## src/rtl/note_phase_gen_if.sv

```systemverilog
// ---------------------------------------------------------------------------
// note_phase_gen_if
// Purpose : groups the note request handshake and the per-sample phase output
//           of note_phase_gen into one bundle.
// Signals :
//   note_valid   master->slave  note request
//   note_ready   slave->master  high only while the generator is idle
//   note_code    master->slave  7-bit pitch, 12-TET, 69 = A4 = 440 Hz
//   note_rest    master->slave  1 = silence for note_dur samples
//   note_dur     master->slave  duration in sample ticks
//   stop         master->slave  abort the current note
//   sample_valid slave->master  1-cycle pulse, phase_idx/gate updated
//   phase_idx    slave->master  [7] halfwave select, [6:0] LUT address
//   gate         slave->master  1 while a pitched note sounds
//   done         slave->master  1-cycle pulse when a note's duration expires
// ---------------------------------------------------------------------------
interface note_phase_gen_if #(
    parameter int DUR_W = 16
);
    logic             note_valid;
    logic             note_ready;
    logic [6:0]       note_code;
    logic             note_rest;
    logic [DUR_W-1:0] note_dur;
    logic             stop;
    logic             sample_valid;
    logic [7:0]       phase_idx;
    logic             gate;
    logic             done;

    // Score sequencer side.
    modport master (
        output note_valid, note_code, note_rest, note_dur, stop,
        input  note_ready, sample_valid, phase_idx, gate, done
    );

    // Phase generator side.
    modport slave (
        input  note_valid, note_code, note_rest, note_dur, stop,
        output note_ready, sample_valid, phase_idx, gate, done
    );
endinterface

```

## src/rtl/note_phase_gen.sv

```systemverilog
// ---------------------------------------------------------------------------
// note_phase_gen
// Purpose : accepts one note at a time, runs a fixed-rate sample tick and a
//           DDS phase accumulator, and emits an 8-bit phase index per sample
//           for the downstream sine LUT. A done pulse marks the end of each
//           note so the sequencer can queue the next one.
// Ports   :
//   clk  in  system clock, all logic on posedge
//   rst  in  synchronous, active-high reset
//   bus  note_phase_gen_if.slave (note handshake in, sample stream out)
// ---------------------------------------------------------------------------
module note_phase_gen #(
    parameter int CLK_HZ = 12_000_000,
    parameter int FS_HZ  = 48_000,
    parameter int ACC_W  = 24,
    parameter int DUR_W  = 16
) (
    input  logic            clk,
    input  logic            rst,
    note_phase_gen_if.slave bus
);

    localparam int DIV   = CLK_HZ / FS_HZ;
    localparam int CNT_W = $clog2(DIV);

    typedef logic [11:0][ACC_W-1:0] base_table_t;

    // Phase increment for semitone s in octave 10 (notes 120..131); lower
    // octaves are derived by right-shifting.
    function automatic base_table_t build_base_table();
        base_table_t tbl;
        real         f;
        tbl = '0;
        for (int s = 0; s < 12; s++) begin
            f = (2.0 ** ACC_W) * 440.0 * (2.0 ** ((51.0 + s) / 12.0)) / FS_HZ;
            tbl[s] = ACC_W'($rtoi(f + 0.5));
        end
        return tbl;
    endfunction

    // NOTE: the table is an elaboration-time constant, not storage, so it has
    // no reset; only real state registers appear in the reset branch below.
    localparam base_table_t BASE_TABLE = build_base_table();

    typedef enum logic [1:0] {
        IDLE,
        LOAD,
        PLAY
    } state_t;

    state_t           state_q;
    logic [CNT_W-1:0] cnt_q, cnt_d;
    logic             tick;
    logic [ACC_W-1:0] acc_q, acc_d;
    logic [ACC_W-1:0] incr_q, incr_d;
    logic [6:0]       code_q;
    logic             rest_q;
    logic [DUR_W-1:0] rem_q;
    logic             ready_q;
    logic             sample_valid_q;
    logic [7:0]       phase_q;
    logic             gate_q;
    logic             done_q;
    logic [3:0]       oct;
    logic [3:0]       semi;

    always_comb begin
        // NOTE: every signal written here is assigned on every pass, so no
        // path can leave one unassigned and infer a latch.
        tick   = (cnt_q == CNT_W'(DIV - 1));
        cnt_d  = tick ? '0 : cnt_q + 1'b1;
        oct    = 4'(code_q / 7'd12);
        semi   = 4'(code_q % 7'd12);
        // 7-bit codes give oct <= 10, so the shift amount never underflows.
        incr_d = BASE_TABLE[semi] >> (4'd10 - oct);
        // A rest parks the accumulator at zero so the next note starts at 0.
        acc_d  = rest_q ? '0 : acc_q + incr_q;
    end

    always_ff @(posedge clk) begin
        // NOTE: non-blocking assignments only: every register samples the
        // pre-edge values, independent of statement order in this block.
        if (rst) begin
            state_q        <= IDLE;
            cnt_q          <= '0;
            acc_q          <= '0;
            incr_q         <= '0;
            code_q         <= '0;
            rest_q         <= 1'b0;
            rem_q          <= '0;
            ready_q        <= 1'b1;
            sample_valid_q <= 1'b0;
            phase_q        <= '0;
            gate_q         <= 1'b0;
            done_q         <= 1'b0;
        end else begin
            cnt_q          <= cnt_d;
            sample_valid_q <= 1'b0;
            done_q         <= 1'b0;

            case (state_q)
                IDLE: begin
                    // Gate drops one cycle after the final sample of a note.
                    gate_q <= 1'b0;
                    // stop is ignored here; a simultaneous request is taken.
                    if (bus.note_valid && ready_q) begin
                        code_q  <= bus.note_code;
                        rest_q  <= bus.note_rest;
                        rem_q   <= bus.note_dur;
                        ready_q <= 1'b0;
                        state_q <= LOAD;
                    end
                end

                LOAD: begin
                    gate_q <= 1'b0;
                    incr_q <= incr_d;
                    if (bus.stop) begin
                        ready_q <= 1'b1;
                        state_q <= IDLE;
                    end else if (rem_q == '0) begin
                        done_q  <= 1'b1;
                        ready_q <= 1'b1;
                        state_q <= IDLE;
                    end else begin
                        state_q <= PLAY;
                    end
                end

                PLAY: begin
                    // stop outranks a coincident tick: that sample is dropped
                    // and the accumulator keeps its pre-stop value.
                    if (bus.stop) begin
                        gate_q  <= 1'b0;
                        ready_q <= 1'b1;
                        state_q <= IDLE;
                    end else if (tick) begin
                        acc_q          <= acc_d;
                        rem_q          <= rem_q - 1'b1;
                        sample_valid_q <= 1'b1;
                        phase_q        <= acc_d[ACC_W-1 -: 8];
                        gate_q         <= !rest_q;
                        if (rem_q == DUR_W'(1)) begin
                            done_q  <= 1'b1;
                            ready_q <= 1'b1;
                            state_q <= IDLE;
                        end
                    end
                end

                default: begin
                    gate_q  <= 1'b0;
                    ready_q <= 1'b1;
                    state_q <= IDLE;
                end
            endcase
        end
    end

    assign bus.note_ready   = ready_q;
    assign bus.sample_valid = sample_valid_q;
    assign bus.phase_idx    = phase_q;
    assign bus.gate         = gate_q;
    assign bus.done         = done_q;

endmodule

```

## src/flat_wrapper.sv

```systemverilog
// flat-port wrapper written by rule: the top's interface ports become plain ports
module note_phase_gen_flat 
#(
    parameter int CLK_HZ = 12_000_000,
    parameter int FS_HZ  = 48_000,
    parameter int ACC_W  = 24,
    parameter int DUR_W  = 16
)
  (clk, rst, bus_note_valid, bus_note_code, bus_note_rest, bus_note_dur, bus_stop, bus_note_ready, bus_sample_valid, bus_phase_idx, bus_gate, bus_done);
  note_phase_gen_if #(.DUR_W(DUR_W)) bus_i ();
  input  logic clk;
  input  logic rst;
  input wire logic [$bits(bus_i.note_valid)-1:0] bus_note_valid;
  input wire logic [$bits(bus_i.note_code)-1:0] bus_note_code;
  input wire logic [$bits(bus_i.note_rest)-1:0] bus_note_rest;
  input wire logic [$bits(bus_i.note_dur)-1:0] bus_note_dur;
  input wire logic [$bits(bus_i.stop)-1:0] bus_stop;
  output wire logic [$bits(bus_i.note_ready)-1:0] bus_note_ready;
  output wire logic [$bits(bus_i.sample_valid)-1:0] bus_sample_valid;
  output wire logic [$bits(bus_i.phase_idx)-1:0] bus_phase_idx;
  output wire logic [$bits(bus_i.gate)-1:0] bus_gate;
  output wire logic [$bits(bus_i.done)-1:0] bus_done;
  assign bus_i.note_valid = bus_note_valid;
  assign bus_i.note_code = bus_note_code;
  assign bus_i.note_rest = bus_note_rest;
  assign bus_i.note_dur = bus_note_dur;
  assign bus_i.stop = bus_stop;
  assign bus_note_ready = bus_i.note_ready;
  assign bus_sample_valid = bus_i.sample_valid;
  assign bus_phase_idx = bus_i.phase_idx;
  assign bus_gate = bus_i.gate;
  assign bus_done = bus_i.done;
  note_phase_gen #(.CLK_HZ(CLK_HZ), .FS_HZ(FS_HZ), .ACC_W(ACC_W), .DUR_W(DUR_W)) u_core (.clk(clk), .rst(rst), .bus(bus_i));
endmodule
```

## config.mk

```make
export PLATFORM = sky130hd
export DESIGN_NAME = note_phase_gen_flat
export DESIGN_NICKNAME = d
export VERILOG_FILES = /design/src/rtl/note_phase_gen_if.sv /design/src/rtl/note_phase_gen.sv /design/src/flat_wrapper.sv
export SDC_FILE = /design/constraint.sdc
export NUM_CORES = 1
export LEC_CHECK = 0
export CAP_MARGIN = 20
export CORE_MARGIN = 2
export CORE_UTILIZATION = 65
export DETAILED_ROUTE_END_ITERATION = 8
export PLACE_DENSITY = 0.86
export SETUP_SLACK_MARGIN = 0.05
export SKIP_CTS_REPAIR_TIMING = 1
export SLEW_MARGIN = 10
export SYNTH_ARGS = -nofsm -noshare
export SYNTH_HDL_FRONTEND = slang
export SYNTH_SLANG_ARGS = --single-unit
```

## constraint.sdc

```tcl
create_clock -name clk -period 7.8 [get_ports clk]
set_input_delay 1.56 -clock clk [delete_from_list [all_inputs] [get_ports clk]]
set_output_delay 1.56 -clock clk [all_outputs]
set_load 0.005 [all_outputs]
```

Word level (Yosys, flattened, before mapping)
Memory sizes are Yosys's and may differ from the RTL's.
Cells that the tools add are included.
W data, S select, Z words.

word-level totals
  bits in registers = 94
  bits in read-only memories = 384
  output and inout port bits = 12
  logic and storage cells = 72
  memories kept = 1

memories
  name             words  bits a word  read ports  clocked after memory_dff  wr ports  RTL line              source
  (no name shown)  16     24           1           0                         0         note_phase_gen.sv:75  incr_d = BASE_TABLE[semi] >> (4'd10 - oct);

cells by class
  $add $sub $neg = 4
  divide/modulo/power cells = 2
  order comparisons = 1
  equal/unequal tests = 10
  shifts and indexed selects = 1
  multiplexer cells = 27
  bitwise gates (word level) = 2
  reduce and logical (&&, ||, !) cells = 12

operator list
  kind                     number
  $mux W16                 3
  $mux W24                 2
  $pmux W16 S2             1
  $add A24 B24 Y24         1
  $shr A24 B4 Y24          1
  $eq A16 B1 Y1 const B    1
  $logic_not A16 Y1        1
  $sub A16 B1 Y16 const B  1
  $mux W1                  12
  $mux W2                  6
  $ne A3 B2 Y1 const B     3
  $add A8 B1 Y8 const B    1
  $eq A8 B8 Y1 const B     1
  $reduce_and A4 Y1        2
  $div A7 B4 Y7 const B    1
  $mod A7 B4 Y7 const B    1
  $pmux W2 S3              1
  $reduce_and A3 Y1        2
  $lt A4 B5 Y1 const B     1
  $ne A2 B1 Y1 const B     2
  $sub A4 B4 Y4 const A    1
  $pmux W1 S3              1
  $reduce_or A3 Y1         1
  $eq A2 B1 Y1 const B     1
  other kinds (10)         11

Depth between registers and ports, before layout
  depth in word-level cells = 5
  mapped depth = 16

Least setup slack after synthesis
OpenSTA, ideal clock, no wires.

  path kind = register -> register
  start = reg u_core.code_q[3]
  end = reg u_core.incr_q[8]
  arrival = 3.384 ns
  required time = 7.678 ns
  slack = 4.294 ns
  cell stages (with the launch flop) = 15
  buffers on the path = 3
  clock period less this slack = 3.506 ns
  cells stage by stage = dfxtp_1 > buf_6 > nor2b_1 > buf_2 > a21oi_1 > a31oi_1 > nor2_1 > clkinv_1 > clkbuf_1 > ha_1 > o211a_1 > or4_4 > a222oi_1 > nor2_1 > a221o_1

on the way
  word-level cells in the longest chain between the ends = 4
  elaborated cells on any way between the ends = 6
  classes of those cells = add/sub (1); div (2); shift (1); mux (1); memory (1)

RTL lines
  item                            RTL line               source
  start, declared                 note_phase_gen.sv:56   logic [6:0] code_q;
  start signal, assigned          note_phase_gen.sv:107  code_q <= bus.note_code;
  $mod A7 B4 Y7                   note_phase_gen.sv:73   semi = 4'(code_q % 7'd12);
  $mem_v2 Z16 W24                 -
  $mux W24 (not written as such)  note_phase_gen.sv:75
  $shr A24 B4 Y24 (*)             note_phase_gen.sv:75
  end signal, assigned            note_phase_gen.sv:117  incr_q <= incr_d;
  end, declared                   note_phase_gen.sv:55   logic [ACC_W-1:0] incr_q, incr_d;

Mark *: on every way between the ends. The rest lies on a longest branch, timed or not. The select of a mux whose other input is x is not followed.
A chain may end at the register's enable or synchronous reset.

Worst setup path in the final report
  start = reg u_core.code_q[4]
  end = reg u_core.incr_q[8]

Same word-level chain as after synthesis.

==> flow_summary_export.csv <==
group,metric,value,unit
clock_network,htree_levels,3,
floorplanning,start_util,67.68,%
synthesis,yosys_most_used_dff,"dfxtp_1",
synthesis,yosysWarnings,0,
placed_design,io_buffer_count,39,
flow_run,maxCapViolCount,0,
floorplanning,die_h,105.3,µm
finish,num_antenna_cells,0,
finish,final_cell_mix,"98 x nor2_1, 88 x nand2_1, 85 x dfxtp_1",
route,first_pass_iters,6,
clock_network,clk_pin_slew_worst_paths,0.10,ns
clock_network,clock-root-buffer,"clkbuf_8",
synthesis,syn-num-nets,942,
sta,relSlewSlack,25.43,%
setup_path,crit_type,"flop to flop",
placed_design,dp_slack,2.796,ns
setup_path,cp_data_required_time,8.06,ns
sta,fin_crit_sh,65.99,%
setup_path,cp.depth,12,
setup_path,cpMostUsedCell,"nor2_1",
route,wl,18.48,mm
finish,layout.nets,928,
synthesis,synth.cell_area,6676,µm²
route,avgViaCountPerCell,6.810,
placed_design,dpl.hpwl,13.39,mm
synthesis,synth_area_leaders,"dfxtp_1 25%, ha_1 6.6%, a21oi_1 5.7%",
setup_path,endpoint_kind,"flop",
sta,timing.fmax,0.1943,GHz
finish,layout_commonest_cell,"nor2_1",
floorplanning,die_x,105.3,µm
sta,setup_viol,0,
setup_path,crit_slowest_cell,"ha_1",
floorplanning,core-area,9864,µm²
synthesis,async_flop_share,0,%
synthesis,yosys_register_bits,85,
sta,clock_skew,0.02181,ns
status,status,"finished clean",
synthesis,ys_seq_area_share,25.49,%
setup_path,rrSetupSlack,2.65,ns
synthesis,synthAdderAreaFrac,6.859,%
floorplanning,dieArea,11100,µm²
pwr,leakage,0.002835,µW
grt,antenna_found_initial,0,
sta,fin_ws,2.653,ns
route,drt_iter0_drc,654,
grt,grt_pass1_vias,6313,
clock_network,clk_latency,0.37,ns
setup_path,cp_top_family,"simple AND/OR/NAND/NOR gates",
finish,fillCellCount,759,
floorplanning,rows,36,
route,vias,6824,
sta,rsz0062_at_grt,"false",
min_path,hold_depth,2,
pwr,total_power,1412,µW
finish,area.growth.synth_to_final,6.896,%
setup_path,path_cells,"nor2b_1, a21oi_1, a31oi_1, nor2_1, buf_4, clkinv_1, ha_1, nor3_1, or4_4, a222oi_1, nor2_1, a221o_1",
sta,final-hold-violation-count,0,
sta,holdWs,0.4778,ns
sta,setup_tns,0,ns
clock_network,clockBufferDepth,2,
floorplanning,top_level_ports,40,
synthesis,netlist.area_leader.share,25.49,%
pwr,ir_drop,0.0001184,V
synthesis,synth_xor_xnor_area_share,3.936,%
route,wl_per_cell,18.44,µm
synthesis,synth_top_family_by_area,"compound AO/OA/AOI/OAI gates",
finish,final-seq-area,1702,µm²
finish,post-route-util,72.35,%
synthesis,synth_cell_type_count,85,
setup_path,cp_num_buf_inv,2,
min_path,hold_class,"flop to flop",
synthesis,yosys.area_share.simple,21.96,%
grt,grt_use_total,32.98,%
grt,grt.overflow.total,0,
clock_network,cts_tree,"done",
sta,tightest_slew,1.114,ns
synthesis,synth_top_area_cell,"dfxtp_1",
grt,grt_first_pass_wirelength,30.27,mm
synthesis,synth_area_per_cell,7.604,µm²
synthesis,syn_inst,878,
finish,drive_above_1_share,5.639,%
pwr,p_per_area,197.8,nW/µm²
setup_path,max_stage_delay,1.20,ns
setup_path,start_kind,"flop",
grt,grt_start_max_net_pins,71,
setup_path,worstPathArrival,5.41,ns
synthesis,synth_mux_area_share,2.830,%
sta,final_period_minus_worst_setup_slack,5.147,ns
route,final_antenna_net_count,0,
finish,multi_input_area,4562,µm²
setup_path,worstRegToRegCells,12,
sta,slew_viol_final,0,
route,drc_errors,0,
synthesis,synth_compound_area_share,32.63,%
clock_network,cts_buffers,9,
clock_network,clock-sinks,85,
placed_design,gp_congestion,0.9551,
setup_path,worstPathMaxFanout,31,
synthesis,synth_edf_count,0,
synth_stat cells, types with 4 or more instances:
library cell / number
nor2b_1: 11
nor2_1: 98
nand2b_1: 11
xnor2_1: 17
nand3_1: 27
o211ai_1: 11
a22o_1: 4
o21a_1: 10
nand3b_1: 7
nor3_1: 19
buf_2: 6
or4_1: 4
a221o_1: 5
or3_1: 5
buf_4: 10
inv_1: 16
dfxtp_1: 85
o21ai_0: 31
and3_1: 8
mux2i_1: 11
a221oi_1: 9
clkbuf_1: 45
o22ai_1: 13
o2bb2ai_1: 5
nor3b_1: 4
ha_1: 35
buf_1: 6
o31ai_1: 5
nor4_1: 6
and2_1: 4
a21o_1: 22
a211oi_1: 23
o221ai_1: 5
buf_6: 5
a31oi_1: 16
nand2_1: 88
a31o_2: 4
a311oi_1: 6
a21oi_1: 76
xor2_1: 13
a22oi_1: 24
report_power, final:
part | switching [µW] | leakage [µW] | internal (µW)
logic | 365 | 0.00205 | 225
clock network | 173 | 0.0000967 | 136
registers | 46.6 | 0.000692 | 466
final timing paths:
kind	from	endpoint
max	u_core.code_q[4]	u_core.incr_q[8]
min	u_core.incr_q[21]	u_core.incr_q[21]
max reg2reg	u_core.code_q[4]	u_core.incr_q[8]
min reg2reg	u_core.incr_q[21]	u_core.incr_q[21]
cells by family after synthesis:
logic type      after synthesis
mux                          16
simple gates                309
buf+inv                      90
compound gates              312
xor+xnor                     30
flops                        85
fa+ha+maj                    36
through the flow:
step	std cells	instance area, µm²
3_3_place_gp	985	6935
3_5_place_dp	985	6935
4_1_cts	1001	7126
5_1_grt	1002	7137
2_1_floorplan	878	6676
6_report	1002	7137
cell type report:
cell class,instances,area share (%)
inverter,18,0.9467
multi-input combinational,703,63.92
sequential,85,23.84
timing repair buffer,47,6.294
clock buffer,11,2.121
clock inverter,5,0.5435
tap,133,2.332
worst reg2reg max path, delay by kind of cell, from the launching register on:
| family | cells | cell delay (ns) |
|---|---|---|
| flip-flops | 1 | 0.71 |
| AND/OR/NAND/NOR | 5 | 1.25 |
| adder cells (fa/ha/maj) | 1 | 1.20 |
| buffers and inverters | 2 | 0.76 |
| AO/OA/AOI/OAI | 4 | 1.13 |
state kept, by name, indices dropped and copies added (netlist names):
register,count
u_core.bus.sample_valid,1
u_core.incr_q,23
u_core.bus.gate,1
u_core.acc_q,23
u_core.bus.note_ready,1
u_core.rem_q,16
u_core.rest_q,1
u_core.state_q,2
u_core.bus.phase_idx,1
u_core.bus.done,1
u_core.code_q,7
u_core.cnt_q,8
metal layers:
layer	vias to the layer above	global-route usage (%)	wire length, µm
li1	3253	-	-
met1	3162	43.52	7747
met2	349	54.19	8674
met3	60	3.896	1439
met4	0	14.48	619
met5	-	0	0
Note: power is estimated with default switching activity, not from simulation.
